## src/rtl/regfile_wr_arb.sv

```systemverilog
// Two-requester write-port arbiter for a 32x32 register file with a single write port.
// Optional build macro WR_ARB_RR_EN selects round-robin tie-breaking; without it requester 0 has fixed priority.
module regfile_wr_arb #(
  parameter int unsigned AW = 5,
  parameter int unsigned DW = 32
) (
  input  logic          Clk,
  input  logic          Clrn,
  input  logic          Stall,
  input  logic          Req0,
  input  logic [AW-1:0] Addr0,
  input  logic [DW-1:0] Data0,
  output logic          Gnt0,
  input  logic          Req1,
  input  logic [AW-1:0] Addr1,
  input  logic [DW-1:0] Data1,
  output logic          Gnt1,
  output logic          We,
  output logic [AW-1:0] Wn,
  output logic [DW-1:0] D,
  output logic          Last
);

  logic          we_q,   we_d;
  logic [AW-1:0] wn_q,   wn_d;
  logic [DW-1:0] d_q,    d_d;
  logic          last_q, last_d;
  logic          tie_pick1_c;

`ifdef WR_ARB_RR_EN
  // On a tie the requester that did not win most recently goes next.
  assign tie_pick1_c = ~last_q;
`else
  assign tie_pick1_c = 1'b0;
`endif

  // Combinational grant; suppressed while in reset or stalled.
  always_comb begin
    Gnt0 = 1'b0;
    Gnt1 = 1'b0;
    if (Clrn && !Stall) begin
      if (Req0 && Req1) begin
        Gnt1 = tie_pick1_c;
        Gnt0 = ~tie_pick1_c;
      end else begin
        Gnt0 = Req0;
        Gnt1 = Req1;
      end
    end
  end

  // Writes to register 0 are consumed but never issued to the register file.
  always_comb begin
    we_d   = 1'b0;
    wn_d   = wn_q;
    d_d    = d_q;
    last_d = last_q;
    if (Gnt0) begin
      we_d   = |Addr0;
      wn_d   = Addr0;
      d_d    = Data0;
      last_d = 1'b0;
    end else if (Gnt1) begin
      we_d   = |Addr1;
      wn_d   = Addr1;
      d_d    = Data1;
      last_d = 1'b1;
    end
  end

  // Last resets to 1 so requester 0 wins the first tie.
  always_ff @(posedge Clk or negedge Clrn) begin
    if (!Clrn) begin
      we_q   <= 1'b0;
      wn_q   <= AW'(0);
      d_q    <= DW'(0);
      last_q <= 1'b1;
    end else begin
      we_q   <= we_d;
      wn_q   <= wn_d;
      d_q    <= d_d;
      last_q <= last_d;
    end
  end

  assign We   = we_q;
  assign Wn   = wn_q;
  assign D    = d_q;
  assign Last = last_q;

endmodule

```

## config.mk

```make
export PLATFORM = sky130hd
export DESIGN_NAME = regfile_wr_arb
export DESIGN_NICKNAME = d
export VERILOG_FILES = /design/src/rtl/regfile_wr_arb.sv
export SDC_FILE = /design/constraint.sdc
export NUM_CORES = 1
export LEC_CHECK = 0
export ABC_AREA = 1
export BUFFER_PORTS_ARGS = -buffer_cell sky130_fd_sc_hd__buf_2
export CAP_MARGIN = 20
export CELL_PAD_IN_SITES_DETAIL_PLACEMENT = 0
export CELL_PAD_IN_SITES_GLOBAL_PLACEMENT = 2
export CORE_ASPECT_RATIO = 0.5
export CORE_MARGIN = 2
export CORE_UTILIZATION = 24
export CTS_CLUSTER_SIZE = 24
export DETAILED_ROUTE_END_ITERATION = 7
export HOLD_SLACK_MARGIN = 0.12
export PLACE_DENSITY_LB_ADDON = 0.1
export SYNTH_ARGS = -nofsm -noshare
export SYNTH_HDL_FRONTEND = slang
export SYNTH_SLANG_ARGS = --single-unit
```

## constraint.sdc

```tcl
create_clock -name Clk -period 1.4 [get_ports Clk]
set_input_delay 0.28 -clock Clk [delete_from_list [all_inputs] [get_ports Clk]]
set_output_delay 0.28 -clock Clk [all_outputs]
set_load 0.1 [all_outputs]
```

* Word level (Yosys, flattened, before mapping) *
Index checks and enable logic that the tools add are counted.

word-level totals
  register bits after elaboration = 39
  bits of input ports = 79
  word-level logic and storage cells = 22

operators by class
  muxes and demuxes = 12
  reduce and logical (&&, ||, !) cells = 6

operators with widths
  cell                count
  2-to-1 mux 32 bit   2
  2-to-1 mux 5 bit    2
  OR reduction 5 bit  2
  2-to-1 mux 1 bit    8
  logical AND 1 bit   2
  nonzero test 2 bit  1
  logical NOT 1 bit   1

* Longest topological paths before layout *
Gate-level depths: netlist (run 1).

  word-level depth = 5
  depth in mapped cells = 8
  mapped depth without buffers = 6

* Worst setup path after synthesis (run 1) *
No wires, ideal clock.

  kind = in2out
  start point = input Stall
  end point = output Gnt1
  slack = -818 ps
  buffers on the path = 1
  required time = 1120 ps
  arrival time = 1938 ps
  cell stages on the path = 4
  cell sequence = inv_1 > nand3_1 > buf_2 > nor2_1

on the way
  cells in the longest elaborated chain, start to end = 3

ends and longest elaborated chain
  element            RTL line  source
  start, declared    9         input logic Stall,
  logical NOT 1 bit  41        if (Clrn && !Stall) begin
  logical AND 1 bit  41
  2-to-1 mux 1 bit   41
  end, declared      17        output logic Gnt1,

No other way between the ends.

* Final worst setup path (run 1) *
  start point = register d_q[7], in the netlist D[7]
  end point = output D[7]

RTL lines
  element                 RTL line  source
  start, declared         26        logic [DW-1:0] d_q, d_d;
  start signal, assigned  76        d_q <= DW'(0);
  start signal, assigned  81        d_q <= d_d;
  end, declared           20        output logic [DW-1:0] D,

No word-level cell between the ends.

==> reports/results.env, run 1 <==
TRACK_USAGE=0.156
POST_SYNTH.CELL_AREA_AVG_UM2=7.08
CTS_POST_SETUP_BUFFERS_INSERTED=0
DETAIL_ROUTE.DRC_VIOLATIONS=0
CP_DATA_REQUIRED_TIME_NS=1.12
PEAK_CLOCK_FREQUENCY_SUPPORTED_BY_TIMING_MHz=734
FIN_WORST_SKEW_NS=0
INITIAL_UTILIZATION=0.247
YOSYSTOPAREACELLSHARE=0.440
CELL_TYPES_WITH_THE_LARGEST_AREA_SHARE_AFTER_SYNTHESIS='dfrtp_1, nand2_1, nand4_1'
MAX_CAPACITANCE_VIOLATION_TOTAL=0
PROPORTION_OF_LAYOUT_CELLS_WITH_A_DRIVE_SUFFIX_ABOVE_1=0.352
PATH_MAX_FANOUT=2
ANTENNA_FOUND_INITIAL=0
SYNTH.FF_LATCH_COUNT=39
FINAL.MIN_CLOCK_PERIOD_NS=1.36
SYNTH-MAIN-FF-CELL='dfrtp_1'
MOST_NUMEROUS_CELL_IN_THE_YOSYS_NETLIST='nand2_1'
TIMING_MAX_TRANSITION_VIOLATIONS_FINAL=0
SYNTH_WARNINGS=0
FINAL_NET_COUNT=502
SYNTH_SEQUENTIAL_AREA_RATIO=0.452
CLOCK_LATENCY_REPORTED_FOR_THE_LATE_SIDE_OF_THE_WORST_SKEW_PAIR_NS=0.28
CTS_BUFFER_DEPTH=2
IOS=120
CTS_TREE='built'
WORST_PATH_CELL_WITH_THE_LONGEST_STAGE_DELAY='buf_2'
SYN2LAYOUT_AREA_GROWTH_PCT=47.9
TNS_NS=0
CRITPATHLAUNCHTYPE='flop'
DETAILROUTE.VIA_COUNT=2488
CRITPATHBUFINV=1
WORST_SLEW_MARGIN_REL=0.669
TIMING_WORST_SLEW_PIN_VALUE_NS=0.500
TRITONCTS.NUM_BUFFERS=5
CORE.ROWCOUNT=24
VIA_DENSITY_PER_INSTANCE=4.61
CLOCK-ROOT-BUFFER='clkbuf_16'
WORSTPATHARRIVAL_NS=1.08
PLACEDCELLCOUNT=532
CRITPATHKIND='flop to primary output'
GRT_START_MAX_NET_PINS=41
SYNTH-EDFF-COUNT=0
RUN_STATUS='finished, final reports clean'
FIN_CELLS=540
ASYNC_RESET_FF_FRAC=1.00
H-TREE-DEPTH=2
DIE_HEIGHT_UM=71.1
P_LEAK_uW=0.00184
TIMING.CRITICAL_PATH.SLOWEST_CELL_DELAY_NS=0.44
ROUTABILITYCONGESTION=0.778
GRT_PASS1_WL_MM=12.3
FIRSTDRTPASSITERS=4
SETUP_VIOLATIONS=0
SYNTH.CELL_AREA_MM2=0.00216
YS_TOP_CELLS_BY_COUNT='nand2_1, dfrtp_1, nand3_1'
DRT-INITIAL-DRC-COUNT=107
IRDROPWORSTVDD_mV=0.884
GRT_SETUP_UNREPAIRED='false'
GRT-OVFL-TOTAL=0
FINAL-HOLD-VIOLATION-COUNT=0
DIE-WIDTH_UM=138
HOLD-WORST-SLACK_NS=0.133
DRT-WIRELENGTH-PER-CELL_UM=13.8
POST_SYNTH_NUM_CELL_TYPES=16
POST-SYNTH-TOP-AREA-CELL='dfrtp_1'
CLKTRANSATPATHREGS_NS=0.06
HOLD_PATH.CLASS='primary input to asynchronous set/reset pin'
FIRST_GLOBAL_VIAS=2407
POST-DP-HPWL_MM=5.58
DRTANTENNAVIOLNETS=0
SYNTH_NETS=384
CRITICAL_PATH.CELL_CHAIN='buf_2'
COREAREA_MM2=0.00874
POST-ROUTE-PERIOD-UTIL=0.973
CRIT_PATH_END_KIND='primary output'
CRITICAL_PATH.TOP_DELAY_FAMILY='buffers and inverters'
FLOORPLAN.DIE_AREA_MM2=0.00982
DIODE_INSERTION_COUNT_FOR_ANTENNA_REPAIR=0
PORT-BUFFER-COUNT=119
POWER_DENSITY_mW_PER_MM2=1570
WL_MM=7.46
CLOCK_TREE_SINKS=39
POST_SYNTH_INST_COUNT=305
## report_power, final
part | switching (uW) | internal [uW] | total, uW
Combinational | 1870 | 443 | 2320
Clock | 419 | 831 | 1250
Sequential | 115 | 1320 | 1440
## worst paths after layout
| kind | start | end | slack (ns) | cells past startpoint |
|---|---|---|---|---|
| setup / recovery | D[7] | D[7] | 0.04 | 1 |
| hold / removal | Clrn | D[15] | 0.13 | 2 |
| setup reg to reg | Last | Last | 0.68 | 2 |
| hold reg to reg | D[11] | D[11] | 0.50 | 2 |
| max in group asynchronous | Clrn | D[21] | 0.44 | 3 |
| min in group Clk | Addr0[0] | We | 0.27 | 3 |
## registers in the layout, summed over array words and instances (netlist names)
register  cells
D            32
Last          1
Wn            5
We            1
## kinds of logic after synthesis
logic type      count (synthesis)  share of synthesized area
compound gates                  2                    0.00463
simple gates                  234                      0.475
buf+inv                        30                     0.0683
flops                          39                      0.452
## layout make-up
class | instances | area, um^2
repair buffers | 138 | 846
clock inverters | 1 | 30.0
well taps | 117 | 146
flip-flops and latches | 39 | 977
clock buffers | 6 | 129
inverters | 3 | 11.3
multi-input cells | 236 | 1060
fillers | 960 | 5540
## layer usage
| metal | up-vias | GRT usage | routed length (um) |
|---|---|---|---|
| met5 | - | 0 | 0 |
| met4 | 0 | 0.0351 | 65 |
| met3 | 6 | 0.0528 | 583 |
| met2 | 97 | 0.238 | 3230 |
| met1 | 1139 | 0.216 | 3580 |
| li1 | 1246 | - | - |
## stage by stage
step	utilization	setup WS, ns	power, uW	instance area [um^2]
2_1_floorplan	-	0.0109	3230	2180
4_1_cts	0.364	0.0215	5070	3180
5_1_grt	0.366	0.000262	5250	3200
6_report	0.366	0.0378	5000	3200
3_3_place_gp	0.345	0.0561	3770	3010
3_5_place_dp	0.345	0.0547	3770	3010
## worst register-to-register path: cells and delay by family, from the launching register on
family          cells  cell delay [ns]
flops               1             0.55
compound gates      1             0.07
buf+inv             1             0.05
## timing repair
item / CTS / global route
gates resized for setup: 0 / 4
endpoints found under the hold margin: 22 / 0
endpoints found under the setup margin: 0 / 3
hold buffers: 1 / 0
## cell usage in the layout (no fill, tap or decap), types with 2 or more instances in the layout
cell	netlist	layout
nand2_1	153	153
buf_2	22	112
dfrtp_1	38	38
nand4_1	37	37
nand3_1	38	37
buf_4	0	16
buf_12	0	7
clkbuf_16	0	5
nor2_1	4	3
inv_2	1	2
clkbuf_4	0	2
(Power assumes the default switching activity.)
==> run 2: changes to the inputs <==
Settings changed: CORE_UTILIZATION 24 to 25, CTS_BUF_LIST set to sky130_fd_sc_hd__clkbuf_2, CTS_CLUSTER_SIZE 24 to 8, GPL_ROUTABILITY_DRIVEN set to 0.
==> reports/results.env, run 2 (synthesis gave the netlist of run 1 again) <==
FINAL_AREA_MM2=0.00393  # was 0.00320 mm^2
WORSTSETUPPATHDEPTH=1  # unchanged
GRT_START_MAX_NET_PINS=47  # was 41
TRACK_USAGE=0.164  # was 0.156
SETUP_VIOLATIONS=1  # was 0
WL_MM=7.71  # was 7.46 mm
GRT-OVFL-TOTAL=0  # unchanged
POWER_DENSITY_mW_PER_MM2=1320  # was 1570 mW/mm^2
WORST_SLEW_MARGIN_REL=0.741  # was 0.669
LAYOUT.CELLS.MOST_COMMON='nand2_1'  # unchanged
PEAK_CLOCK_FREQUENCY_SUPPORTED_BY_TIMING_MHz=691  # was 734 MHz
TIMING_MAX_TRANSITION_VIOLATIONS_FINAL=0  # unchanged
TOTALPOWERFINAL_uW=5180  # was 5000 uW
PROPORTION_OF_LAYOUT_CELLS_WITH_A_DRIVE_SUFFIX_ABOVE_1=0.325  # was 0.352
FINAL_NET_COUNT=534  # was 502
SYN2LAYOUT_AREA_GROWTH_PCT=82.0  # was 47.9%
H-TREE-DEPTH=2  # unchanged
RUN_STATUS='finished with violations'  # was finished, final reports clean
DETAIL_ROUTE.DRC_VIOLATIONS=0  # unchanged
HOLD_PATH.CLASS='primary input to asynchronous set/reset pin'  # unchanged
DETAILROUTE.VIA_COUNT=2563  # was 2488
CLOCK_LATENCY_REPORTED_FOR_THE_LATE_SIDE_OF_THE_WORST_SKEW_PAIR_NS=0.41  # was 0.28 ns
POST-ROUTE-PERIOD-UTIL=1.03  # was 0.973
LARGEST_REG_FLOPS=32  # unchanged
GRT_PASS1_WL_MM=12.4  # was 12.3 mm
FLOORPLAN.DIE_AREA_MM2=0.00945  # was 0.00982 mm^2
CTS_TREE='built'  # unchanged
DIE-WIDTH_UM=135  # was 138 um
COREAREA_MM2=0.00820  # was 0.00874 mm^2
DP_WORST_SETUP_SLACK_NS=0.0882  # was 0.0547 ns
PATH_MAX_FANOUT=2  # unchanged
CRITICAL_PATH.TOP_DELAY_FAMILY='flip-flops'  # was buffers and inverters
FINAL-HOLD-VIOLATION-COUNT=0  # unchanged
CRITICAL_PATH.CELL_CHAIN='buf_12'  # was buf_2
CRITPATHKIND='flop to primary output'  # unchanged
FINAL.MIN_CLOCK_PERIOD_NS=1.45  # was 1.36 ns
FINALWORSTSETUPSLACK_NS=-0.0472  # was 0.0378 ns
CORE.ROWCOUNT=23  # was 24
DRT-INITIAL-DRC-COUNT=94  # was 107
TRITONCTS.NUM_BUFFERS=5  # unchanged
TIMING_WORST_SLEW_PIN_VALUE_NS=0.389  # was 0.500 ns
VIOLATIONS='negative setup slack'
CLOCK_TREE_SINKS=39  # unchanged
POSTPLACECELLAREA_MM2=0.00299  # was 0.00301 mm^2
WORST_PATH_CELL_WITH_THE_LONGEST_STAGE_DELAY='dfstp_2'  # was buf_2
FIRST_GLOBAL_VIAS=2570  # was 2407
TIMING.CRITICAL_PATH.SLOWEST_CELL_DELAY_NS=0.60  # was 0.44 ns
REG2REG_SLACK_NS=0.60  # was 0.68 ns
IOS=120  # unchanged
IRDROPWORSTVDD_mV=0.760  # was 0.884 mV
PORT-BUFFER-COUNT=119  # unchanged
DIODE_INSERTION_COUNT_FOR_ANTENNA_REPAIR=0  # unchanged
FF2FF_PATH_DEPTH=3  # was 2
FIN_WORST_SKEW_NS=0  # unchanged
WORSTPATHARRIVAL_NS=1.17  # was 1.08 ns
CRITPATHLAUNCHTYPE='flop'  # unchanged
VIA_DENSITY_PER_INSTANCE=4.51  # was 4.61
DIE_HEIGHT_UM=69.7  # was 71.1 um
CRITPATHBUFINV=1  # unchanged
INITIAL_UTILIZATION=0.263  # was 0.247
GRT_SETUP_UNREPAIRED='true'  # was false
ANTENNA_FOUND_INITIAL=0  # unchanged
POST-DP-HPWL_MM=5.25  # was 5.58 mm
CLKTRANSATPATHREGS_NS=0.22  # was 0.06 ns
DRTANTENNAVIOLNETS=0  # unchanged
CRIT_PATH_END_KIND='primary output'  # unchanged
DRT-WIRELENGTH-PER-CELL_UM=13.6  # was 13.8 um
P_LEAK_uW=0.00211  # was 0.00184 uW
CP_DATA_REQUIRED_TIME_NS=1.12  # about the same
CTS_BUFFER_DEPTH=2  # unchanged
TNS_NS=-0.0472  # was 0 ns
COMMONEST_NON_FILL_NON_TAP_CELLS_IN_THE_LAYOUT='nand2_1, buf_2, buf_12'  # was nand2_1, buf_2, dfrtp_1
MAX_CAPACITANCE_VIOLATION_TOTAL=0  # unchanged
FIRSTDRTPASSITERS=4  # unchanged
CLOCK-ROOT-BUFFER='clkbuf_2'  # was clkbuf_16
-- run 2: metrics by stage --
| stage | std cells | hold slack (ns) | util |
|---|---|---|---|
| 6_report | 568 | 0.166 | 0.479 |
| 5_1_grt | 568 | 0.121 | 0.479 |
| 4_1_cts | 564 | 0.121 | 0.447 |
| 3_5_place_dp | 523 | 0.368 | 0.365 |
| 3_3_place_gp | 523 | 0.356 | 0.365 |
| 2_1_floorplan | 305 | -0.0156 | - |
-- run 2: path summary, 6_finish.rpt --
check / startpoint / to
max: Last / Last
min: Clrn / Wn[0]
max reg2reg: D[16] / D[16]
min reg2reg: Last / Last
max in group asynchronous: Clrn / Last
min in group Clk: Addr1[4] / Wn[4]
-- run 2: layer usage --
metal | GRT usage | vias up | wire, um
li1 | - | 1306 | -
met1 | 0.223 | 1173 | 3820
met2 | 0.261 | 79 | 3380
met3 | 0.0490 | 5 | 464
met4 | 0.0313 | 0 | 42
met5 | 0 | - | 0
-- run 2: where the power goes --
part / total, uW / switching, uW / internal (uW) / leakage [uW]
logic: 2940 / 1890 / 1050 / 0.00158
registers: 1540 / 217 / 1320 / 0.000484
clock network: 701 / 407 / 294 / 0.0000404
total: 5180 / 2510 / 2660 / 0.00211
-- run 2: cell type report --
cell class | count | area, um^2
tap | 112 | 140
multi-input combinational | 236 | 1050
sequential | 39 | 977
fill | 838 | 4270
clock buffer | 5 | 25.0
inverter | 3 | 11.3
timing repair buffer | 170 | 1690
clock inverter | 3 | 38.8
-- run 2: repair_timing --
action	4_1_cts	5_1_grt
endpoints found under the setup margin	37	50
hold buffers	33	1
endpoints found under the hold margin	70	1
setup buffers	0	3
pin swaps	0	0
resized for setup	86	53
-- run 2: worst register-to-register path: stages, from the launching register on --
cell and delay [ns]:
dfrtp_1 0.46, buf_4 0.14, nand3_1 0.07, nand2_1 0.05
==> run 3: changes to the inputs <==
Settings changed: CORE_ASPECT_RATIO 0.5 to 0.9, CORE_UTILIZATION 25 to 24, CTS_BUF_LIST sky130_fd_sc_hd__clkbuf_2 to sky130_fd_sc_hd__clkbuf_16, CTS_CLUSTER_DIAMETER set to 60.
==> reports/results.env, run 3 (synthesis gave the netlist of run 1 again) <==
POWER.SHARE.CLOCK=0.220  # was 0.136
PEAK_CLOCK_FREQUENCY_SUPPORTED_BY_TIMING_MHz=739  # was 691 MHz
CRIT_PATH_END_KIND='primary output'  # unchanged
CELL_INTERNAL_PWR_uW=2460  # was 2660 uW
TIMING.CRITICAL_PATH.SLOWEST_CELL_DELAY_NS=0.43  # was 0.60 ns
GRT_SETUP_UNREPAIRED='false'  # was true
PORT-BUFFER-COUNT=119  # unchanged
IOS=120  # unchanged
H-TREE-DEPTH=2  # unchanged
SWITCHING_SHARE=0.496  # was 0.485
CP_DATA_REQUIRED_TIME_NS=1.12  # about the same
TRACK_USAGE=0.153  # was 0.164
TOTAL_SWITCHING_POWER_uW=2430  # was 2510 uW
GRT_START_MAX_NET_PINS=47  # unchanged
DRT-WIRELENGTH-PER-CELL_UM=13.7  # was 13.6 um
GRT-OVFL-TOTAL=0  # unchanged
CRITICAL_PATH.TOP_DELAY_FAMILY='buffers and inverters'  # was flip-flops
DIODE_INSERTION_COUNT_FOR_ANTENNA_REPAIR=0  # unchanged
PROPORTION_OF_LAYOUT_CELLS_WITH_A_DRIVE_SUFFIX_ABOVE_1=0.343  # was 0.325
HOLD_PATH.CLASS='primary input to asynchronous set/reset pin'  # unchanged
PATH_MAX_FANOUT=2  # unchanged
CRITPATHLAUNCHTYPE='flop'  # unchanged
COMMONEST_NON_FILL_NON_TAP_CELLS_IN_THE_LAYOUT='nand2_1, buf_2, dfrtp_1'  # was nand2_1, buf_2, buf_12
DETAILROUTE.VIA_COUNT=2394  # was 2563
FILLERINSTANCES=949  # was 838
CTS_BUFFER_DEPTH=2  # unchanged
DRT-INITIAL-DRC-COUNT=80  # was 94
TNS_NS=0  # was -0.0472 ns
TIMING_MAX_TRANSITION_VIOLATIONS_FINAL=0  # unchanged
SYN2LAYOUT_AREA_GROWTH_PCT=48.7  # was 82.0%
CLOCK_LATENCY_REPORTED_FOR_THE_LATE_SIDE_OF_THE_WORST_SKEW_PAIR_NS=0.28  # was 0.41 ns
INITIAL_UTILIZATION=0.250  # was 0.263
LARGEST_REG_FLOPS=32  # unchanged
TRITONCTS.NUM_BUFFERS=5  # unchanged
FINAL_NET_COUNT=499  # was 534
POSTPLACECELLAREA_MM2=0.00306  # was 0.00299 mm^2
FIN_WORST_SKEW_NS=0  # unchanged
CLOCK_TREE_SINKS=39  # unchanged
CTS_POST_SETUP_BUFFERS_INSERTED=0  # unchanged
CRITPATHKIND='flop to primary output'  # unchanged
GRT_PASS1_WL_MM=11.9  # was 12.4 mm
CRITICAL_PATH.CELL_CHAIN='buf_2'  # was buf_12
RUN_STATUS='finished, final reports clean'  # was finished with violations
COREAREA_MM2=0.00865  # was 0.00820 mm^2
FINAL-HOLD-VIOLATION-COUNT=0  # unchanged
POWER_DENSITY_mW_PER_MM2=1520  # was 1320 mW/mm^2
DIE_HEIGHT_UM=94.0  # was 69.7 um
SEQCELLAREA_UM2=977  # unchanged
LAYOUT.CELLS.MOST_COMMON='nand2_1'  # unchanged
CRITPATHBUFINV=1  # unchanged
FIRSTDRTPASSITERS=4  # unchanged
MAX_CAPACITANCE_VIOLATION_TOTAL=0  # unchanged
VIA_DENSITY_PER_INSTANCE=4.44  # was 4.51
FLOORPLAN.DIE_AREA_MM2=0.00978  # was 0.00945 mm^2
CTS_TREE='built'  # unchanged
CLOCK-ROOT-BUFFER='clkbuf_16'  # was clkbuf_2
ANTENNA_FOUND_INITIAL=0  # unchanged
TIMING_WORST_SLEW_PIN_VALUE_NS=0.512  # was 0.389 ns
PWR-SHARE-COMB=0.484  # was 0.567
POST-DP-HPWL_MM=5.02  # was 5.25 mm
SETUP_VIOLATIONS=0  # was 1
CORE.ROWCOUNT=32  # was 23
CLKTRANSATPATHREGS_NS=0.06  # was 0.22 ns
P_LEAK_uW=0.00184  # was 0.00211 uW
WL_MM=7.37  # was 7.71 mm
FINAL.MIN_CLOCK_PERIOD_NS=1.35  # was 1.45 ns
FINAL_AREA_MM2=0.00321  # was 0.00393 mm^2
WORSTPATHARRIVAL_NS=1.07  # was 1.17 ns
DETAIL_ROUTE.DRC_VIOLATIONS=0  # unchanged
DIE-WIDTH_UM=104  # was 135 um
MULTIINPUTGATEAREA_MM2=0.00105  # unchanged
POST-ROUTE-PERIOD-UTIL=0.967  # was 1.03
DRTANTENNAVIOLNETS=0  # unchanged
WORST_SLEW_MARGIN_REL=0.657  # was 0.741
POWER_FRAC_SEQ=0.295  # was 0.297
WORST_PATH_CELL_WITH_THE_LONGEST_STAGE_DELAY='buf_2'  # was dfstp_2
POST_CTS_HOLD_BUFFER_COUNT=2  # was 33
IRDROPWORSTVDD_mV=0.567  # was 0.760 mV
FIRST_GLOBAL_VIAS=2293  # was 2570
[run 3: changes by cell type in the layout (fill, tap and decap cells not counted), moves of 3 or more]
cell	before	now
dlygate4sd3_1	33	2
buf_2	78	110
buf_4	13	10
buf_12	40	12
clkbuf_16	0	5
buf_6	4	0
clkbuf_2	5	0
[run 3: repair_timing]
action / 4_1_cts / 5_1_grt
endpoints found under the setup margin: 0 / 1
resized for setup: 0 / 1
endpoints found under the hold margin: 38 / 19
[run 3: worst paths after layout]
| kind | startpoint | to | slack [ns] | cells after the start |
|---|---|---|---|---|
| min in group Clk | Addr0[0] | We | 0.24 | 3 |
| setup / recovery | D[2] | D[2] | 0.05 | 1 |
| setup reg to reg | Last | Last | 0.67 | 2 |
| max in group asynchronous | Clrn | D[7] | 0.21 | 3 |
| hold / removal | Clrn | D[25] | 0.06 | 2 |
| hold reg to reg | D[0] | D[0] | 0.51 | 2 |
[run 3: area by class of cell]
| type | instances | area share |
|---|---|---|
| Clock buffer | 5 | 0.0389 |
| Clock inverter | 2 | 0.00273 |
| Inverter | 3 | 0.00350 |
| Multi-Input combinational cell | 236 | 0.326 |
| Sequential cell | 39 | 0.304 |
| Tap cell | 119 | 0.0463 |
| Timing Repair Buffer | 135 | 0.278 |
[run 3: metrics by stage]
step / setup slack, ns / hold WS, ns / total power (uW) / instances / util
floorplan: 0.0109 / -0.0156 / 3230 / 305 / -
global placement: 0.103 / 0.356 / 3850 / 530 / 0.353
detailed placement: 0.0754 / 0.358 / 3840 / 530 / 0.353
CTS: 0.0270 / 0.0582 / 4960 / 539 / 0.371
global route: 0.0133 / 0.0775 / 5130 / 539 / 0.372
finish: 0.0469 / 0.0586 / 4890 / 539 / 0.372
[run 3: power groups by stage]
stage	clock, uW	sequential [uW]	combinational, uW
finish	1080	1450	2370
global route	1170	1470	2490
CTS	1120	1450	2390
detailed placement	0	1460	2380
global placement	0	1460	2390
floorplan	0	2860	376
[run 3: routing by layer]
metal,wire (um),vias up,track usage
met4,54,0,0.0405
met3,526,5,0.0444
met5,0,-,0
met1,3520,1072,0.211
met2,3270,84,0.233
li1,-,1233,-
